==> src/rtl/jtag_pkg.sv <==
// Shared JTAG definitions: IR opcodes, IR capture pattern,
// TAP state encodings and the data-register select type.
package jtag_pkg;

   localparam logic [3:0] OPC_IDCODE = 4'h1;
   localparam logic [3:0] OPC_USER   = 4'h2;
   localparam logic [3:0] OPC_BYPASS = 4'hF;

   localparam logic [1:0] IR_CAPTURE = 2'b01;

   typedef enum logic [3:0] {
      TEST_LOGIC_RESET,
      RUN_TEST_IDLE,
      SELECT_DR_SCAN,
      CAPTURE_DR,
      SHIFT_DR,
      EXIT1_DR,
      PAUSE_DR,
      EXIT2_DR,
      UPDATE_DR,
      SELECT_IR_SCAN,
      CAPTURE_IR,
      SHIFT_IR,
      EXIT1_IR,
      PAUSE_IR,
      EXIT2_IR,
      UPDATE_IR
   } tap_state_e;

   typedef enum logic [1:0] {
      DR_BYPASS,
      DR_IDCODE,
      DR_USER
   } dr_sel_e;

endpackage

==> src/rtl/jtag_shift_reg.sv <==
// Capture/shift register, LSB shifted out first, TDI
// enters at the MSB. Capture wins over shift.
module jtag_shift_reg #(
   parameter int WIDTH = 8
) (
   input  logic             clk_i,
   input  logic             rst_i,
   input  logic             capture_i,
   input  logic             shift_i,
   input  logic [WIDTH-1:0] load_i,
   input  logic             tdi_i,
   output logic [WIDTH-1:0] q_o,
   output logic             so_o
);

   logic [WIDTH-1:0] sr_q;
   logic [WIDTH-1:0] sr_d;

   // Next value: parallel capture, else shift right
   always_comb begin
      sr_d = sr_q;
      if (capture_i) begin
         sr_d = load_i;
      end else if (shift_i) begin
         sr_d = {tdi_i, sr_q[WIDTH-1:1]};
      end
   end

   // Register with synchronous clear
   always_ff @(posedge clk_i) begin
      if (rst_i) begin
         sr_q <= '0;
      end else begin
         sr_q <= sr_d;
      end
   end

   assign q_o  = sr_q;
   assign so_o = sr_q[0];

endmodule

==> src/rtl/jtag_tap_registers.sv <==
// IR and DR bank behind the TAP FSM: IDCODE, BYPASS and,
// with JTAG_USER_REG_EN defined, a USER data register.
module jtag_tap_registers
   import jtag_pkg::*;
#(
   parameter int          IR_WIDTH   = 4,
   parameter logic [31:0] IDCODE     = 32'h0000_FAF1,
   parameter int          USER_WIDTH = 8
) (
   input  logic                  tck,
   input  logic                  trst,
   input  logic                  tdi,
   input  logic                  tlr,
   input  logic                  capture_ir,
   input  logic                  shift_ir,
   input  logic                  update_ir,
   input  logic                  capture_dr,
   input  logic                  shift_dr,
   input  logic                  update_dr,
   output logic                  tdo,
   output logic [IR_WIDTH-1:0]   ir_active,
   output logic [USER_WIDTH-1:0] user_data,
   output logic                  user_valid
);

`ifdef JTAG_USER_REG_EN
   localparam bit USER_EN = 1'b1;
`else
   localparam bit USER_EN = 1'b0;
`endif

   logic rst;
   logic ir_any;
   logic ir_upd;
   logic ir_cap;
   logic ir_sh;
   logic dr_en;
   logic dr_upd;
   logic dr_cap;
   logic dr_sh;

   // trst > tlr > update > capture > shift; IR beats DR
   assign rst    = trst | tlr;
   assign ir_any = capture_ir | shift_ir | update_ir;
   assign ir_upd = !rst & update_ir;
   assign ir_cap = !rst & capture_ir & !update_ir;
   assign ir_sh  = !rst & shift_ir & !update_ir
                 & !capture_ir;
   assign dr_en  = !rst & !ir_any;
   assign dr_upd = dr_en & update_dr;
   assign dr_cap = dr_en & capture_dr & !update_dr;
   assign dr_sh  = dr_en & shift_dr & !update_dr
                 & !capture_dr;

   logic [IR_WIDTH-1:0] ir_sr;
   logic                ir_so;
   logic [IR_WIDTH-1:0] ir_active_q;
   logic [IR_WIDTH-1:0] ir_active_d;

   jtag_shift_reg #(.WIDTH(IR_WIDTH)) u_ir (
      .clk_i     (tck),
      .rst_i     (rst),
      .capture_i (ir_cap),
      .shift_i   (ir_sh),
      .load_i    (IR_WIDTH'(IR_CAPTURE)),
      .tdi_i     (tdi),
      .q_o       (ir_sr),
      .so_o      (ir_so)
   );

   // Latched instruction moves only on update_ir
   always_comb begin
      ir_active_d = ir_upd ? ir_sr : ir_active_q;
   end

   // Instruction register, resets to IDCODE
   always_ff @(posedge tck) begin
      if (rst) begin
         ir_active_q <= IR_WIDTH'(OPC_IDCODE);
      end else begin
         ir_active_q <= ir_active_d;
      end
   end

   assign ir_active = ir_active_q;

   dr_sel_e sel;

   // Decode the latched opcode; unknown ones mean BYPASS
   always_comb begin
      sel = DR_BYPASS;
      if (ir_active_q == IR_WIDTH'(OPC_IDCODE)) begin
         sel = DR_IDCODE;
      end else if (USER_EN &&
                   ir_active_q == IR_WIDTH'(OPC_USER)) begin
         sel = DR_USER;
      end
   end

   logic [31:0] idcode_q_unused;
   logic        id_so;

   jtag_shift_reg #(.WIDTH(32)) u_idcode (
      .clk_i     (tck),
      .rst_i     (rst),
      .capture_i (dr_cap & (sel == DR_IDCODE)),
      .shift_i   (dr_sh & (sel == DR_IDCODE)),
      .load_i    (IDCODE),
      .tdi_i     (tdi),
      .q_o       (idcode_q_unused),
      .so_o      (id_so)
   );

   logic byp_q;
   logic byp_d;

   // Bypass flop: cleared on capture, follows tdi on shift
   always_comb begin
      byp_d = byp_q;
      if (sel == DR_BYPASS) begin
         if (dr_cap) begin
            byp_d = 1'b0;
         end else if (dr_sh) begin
            byp_d = tdi;
         end
      end
   end

   // Bypass register
   always_ff @(posedge tck) begin
      if (rst) begin
         byp_q <= 1'b0;
      end else begin
         byp_q <= byp_d;
      end
   end

   logic usr_so;

`ifdef JTAG_USER_REG_EN
   logic [USER_WIDTH-1:0] usr_sr;
   logic [USER_WIDTH-1:0] user_data_q;
   logic [USER_WIDTH-1:0] user_data_d;
   logic                  user_valid_q;
   logic                  user_valid_d;

   jtag_shift_reg #(.WIDTH(USER_WIDTH)) u_user (
      .clk_i     (tck),
      .rst_i     (rst),
      .capture_i (dr_cap & (sel == DR_USER)),
      .shift_i   (dr_sh & (sel == DR_USER)),
      .load_i    (user_data_q),
      .tdi_i     (tdi),
      .q_o       (usr_sr),
      .so_o      (usr_so)
   );

   // Publish the shifted USER value, pulse valid once
   always_comb begin
      user_data_d  = user_data_q;
      user_valid_d = 1'b0;
      if (dr_upd && sel == DR_USER) begin
         user_data_d  = usr_sr;
         user_valid_d = 1'b1;
      end
   end

   // USER parallel output registers
   always_ff @(posedge tck) begin
      if (rst) begin
         user_data_q  <= '0;
         user_valid_q <= 1'b0;
      end else begin
         user_data_q  <= user_data_d;
         user_valid_q <= user_valid_d;
      end
   end

   assign user_data  = user_data_q;
   assign user_valid = user_valid_q;
`else
   assign usr_so     = 1'b0;
   assign user_data  = '0;
   assign user_valid = 1'b0;
`endif

   // TDO shows the LSB of whichever register is shifting
   always_comb begin
      tdo = 1'b0;
      if (ir_sh) begin
         tdo = ir_so;
      end else if (dr_sh) begin
         unique case (sel)
            DR_IDCODE: tdo = id_so;
            DR_USER:   tdo = usr_so;
            default:   tdo = byp_q;
         endcase
      end
   end

endmodule

==> config.mk <==
export PLATFORM = sky130hd
export DESIGN_NAME = jtag_tap_registers
export DESIGN_NICKNAME = d
export VERILOG_FILES = /design/src/rtl/jtag_pkg.sv /design/src/rtl/jtag_shift_reg.sv /design/src/rtl/jtag_tap_registers.sv
export SDC_FILE = /design/constraint.sdc
export NUM_CORES = 1
export LEC_CHECK = 0
export ABC_AREA = 0
export CORE_MARGIN = 3
export CORE_UTILIZATION = 49
export DETAILED_ROUTE_END_ITERATION = 7
export PLACE_DENSITY = 0.81
export SYNTH_ARGS = -nofsm -noshare
export SYNTH_HDL_FRONTEND = slang
export SYNTH_SLANG_ARGS = --single-unit
==> constraint.sdc <==
create_clock -name tck -period 2.6 [get_ports tck]
set_input_delay 0.78 -clock tck [delete_from_list [all_inputs] [get_ports tck]]
set_output_delay 0.78 -clock tck [all_outputs]
set_load 0.005 [all_outputs]
==> flow_summary.toml, run 1 <==
[power]
p_comb_share_pct = 9.3
p_sw_mw = 0.284
power_mw = 1.24
seqPwrFrac_pct = 51.1
swShare_pct = 23.0
p_int_mw = 0.951
clockPowerShare_pct = 39.6
pwr_density_cell_nw_per_um2 = 524
vdd_drop_max_mv = 0.362
p_leak_nw = 0.780

[setup_path]
regToRegEndpoint = "u_idcode.q_o[15]"
critPathArrivalTime_ns = 1.68
cp_cell_sequence = "dlygate4sd2_1 > nor4_4 > nand2_1 > o21ai_1 > buf_2"
start_kind = "input pin"
slowest_delay_ns = 0.31
worstPathRequired_ns = 1.82
critPathKind = "in -> out"
rr_worst_depth = 5
cp-end-kind = "output pin"
rrSetupSlack_ns = 0.88
rr_startpoint = "ir_active[2]"
crit_path_start = "update_ir"
cp_slowest_cell = "nor4_4"
cp_max_fo = 3

[min_path]
min_to = "u_idcode.q_o[10]"
hold_class = "reg -> reg"
min_from = "u_idcode.q_o[10]"
hold_depth = 2

[clock_tree]
clk_pin_slew_ns = 0.07
htreeDepth = 2
numCtsBuffers = 5
clock_sinks = 41
cts_tree = "built"
root_buffer = "clkbuf_8"
clk_latency_ns = 0.29
cts_buffer_depth = 2

[synthesis]
netlist_top_cells_area = "dfxtp_1 41%, nand4_1 11%, o31ai_1 8.6%, a21oi_1 5.5%, o31ai_2 5.0%"
ys_async_sr_fraction_pct = 0
yosys.cell_types.count = 31
syn_inst = 213
ys.flop_type = "dfxtp_1"
yosysTopAreaCellShare_pct = 41.1
synth_area_um2 = 2000
syn_area_per_cell_um2 = 9.39
ys_seq_area_share_pct = 41.1
synth_common_cells = "41 x dfxtp_1, 34 x nand4_1, 23 x o31ai_1"
yosysWarnings = 0
synth-seq-cells = 41
synth_edf_count = 0
post-synth-top-count-cell = "dfxtp_1"
synth_top_area_cell = "dfxtp_1"

[detailed_routing]
dr_wl_met3_um = 223
via_per_inst = 6.15
wirelength_um = 4560
wl_per_cell_um = 16.3
num_vias = 1722
drtIter0Drc = 170
drt_first_pass_iters = 5
antenna_left = 0
drc = 0
met1Wirelength_um = 2100
dr_wl_met2_um = 2180
dr.max_layer_used = "met4"

[place]
placed_area_um2 = 2240
pre_cts_slack_ns = -0.514
io_buffer_count = 14
gp_congestion = 0.759
hpwlAfterDp_um = 2680

[layout]
nets = 242
final_util_pct = 62.1
drive_above_1_share_pct = 21.6
design_area_um2 = 2360
antenna_cells = 0
synthToLayoutAreaGrowth_pct = 17.9

[timing]
post-route-min-period_ns = 2.46
clock_skew_ns = 0.00547
final_hold_viol_count = 0
grt_setup_unrepaired = "false"
worst_slack_ns = 0.136
drv_slew = 0
fmax_ghz = 0.406
finalCritPeriodShare_pct = 94.8
setup-violations-final = 0

[die]
dieArea_um2 = 4880
die_h_um = 69.9
coreArea_um2 = 3800
io_pins = 24
die-width_um = 69.9
rows = 22
start_util_pct = 52.6

[run_status]
status = "complete, no violations"

[grt]
grt_pass1_vias = 1578
grt_max_degree = 36
antenna_found_initial = 0
grt_overflow = 0
grt_usage_pct = 18.7
grt_first_pass_wirelength_um = 7620

[flow_run]
cap_violations = 0
## power by group through the flow
stage	Combinational, mW	Clock, mW	Sequential [mW]
3_5_place_dp	0.115	0	0.646
5_1_grt	0.124	0.523	0.631
4_1_cts	0.113	0.502	0.631
6_report	0.115	0.489	0.631
2_1_floorplan	0.0733	0	0.646
3_3_place_gp	0.114	0	0.646
## placed cells by master (no fill, tap or decap), drive strengths merged, types with 2 or more instances in the layout
cell           instances
a21oi                 22
buf                   27
nand4                 34
or2                    2
dlygate4sd2            7
o31ai                 32
conb                   9
nor2                   9
clkbuf                 5
nor4b                  2
clkdlybuf4s50          5
nand2                  2
inv                    2
a31oi                 11
a22oi                  3
dfxtp                 41
or4b                   2
mux2i                  5
## metrics by stage
step | cells | TNS (ns) | hold WS (ns)
6_report | 280 | 0 | 0.468
5_1_grt | 280 | 0 | 0.484
4_1_cts | 279 | 0 | 0.471
3_5_place_dp | 271 | -3.99 | 0.460
3_3_place_gp | 271 | -2.57 | 0.452
2_1_floorplan | 221 | 0 | 0.438
## critical path, delay by kind of cell
| kind | cells | cell delay (ns) |
|---|---|---|
| buf+inv | 2 | 0.41 |
| compound gates | 1 | 0.11 |
| simple gates | 2 | 0.39 |
## repair_timing
action | 4_1_cts | 5_1_grt
setup endpoints to repair | 1 | 1
resized for setup | 13 | 1
pin swaps | 3 | 0
buffers inserted | 1 | 1
hold buffers | 0 | 0
## flip-flops by register name (all words and copies together) (netlist names)
signal        count
byp_q             1
ir_active         4
u_idcode.q_o     32
u_ir.q_o          4
## metal layers
metal  GRT usage, %  vias to the layer above
li1               -                      844
met1           26.5                      822
met2           28.1                       49
met3           3.88                        7
met4           6.60                        0
met5              0                        -
## area by class of cell
cell class,count,area (µm²)
Clock inverter,2,35.0
Timing Repair Buffer,40,362
Tap cell,48,60.1
Sequential cell,41,821
Multi-Input combinational cell,142,1000
Fill cell,318,1440
Inverter,2,7.51
Clock buffer,5,68.8
## worst max-delay path by stage
stage                      to  slack (ns)
after floorplan           tdo       0.009
after global placement    tdo       -0.48
after detailed placement  tdo       -0.51
after CTS                 tdo        0.03
after global routing      tdo        0.09
final                     tdo        0.14
## logic make-up after synthesis
group	synth area share, %
AOI/OAI and AO/OA	26.8
buffers and inverters	11.4
DFF	41.1
muxes	2.50
other	0.188
and+or+nand+nor	18.1
Power figures use the tool's default switching activity.
==> run 2: changes to the inputs <==
--- a/config.mk
+++ b/config.mk
@@ -6,6 +6,7 @@
 export NUM_CORES = 1
 export LEC_CHECK = 0
 export ABC_AREA = 0
+export CAP_MARGIN = 40
 export CORE_MARGIN = 3
 export CORE_UTILIZATION = 49
 export DETAILED_ROUTE_END_ITERATION = 7
==> results of run 2 <==
The final DEF is identical to that of run 1; final timing and power are the same.
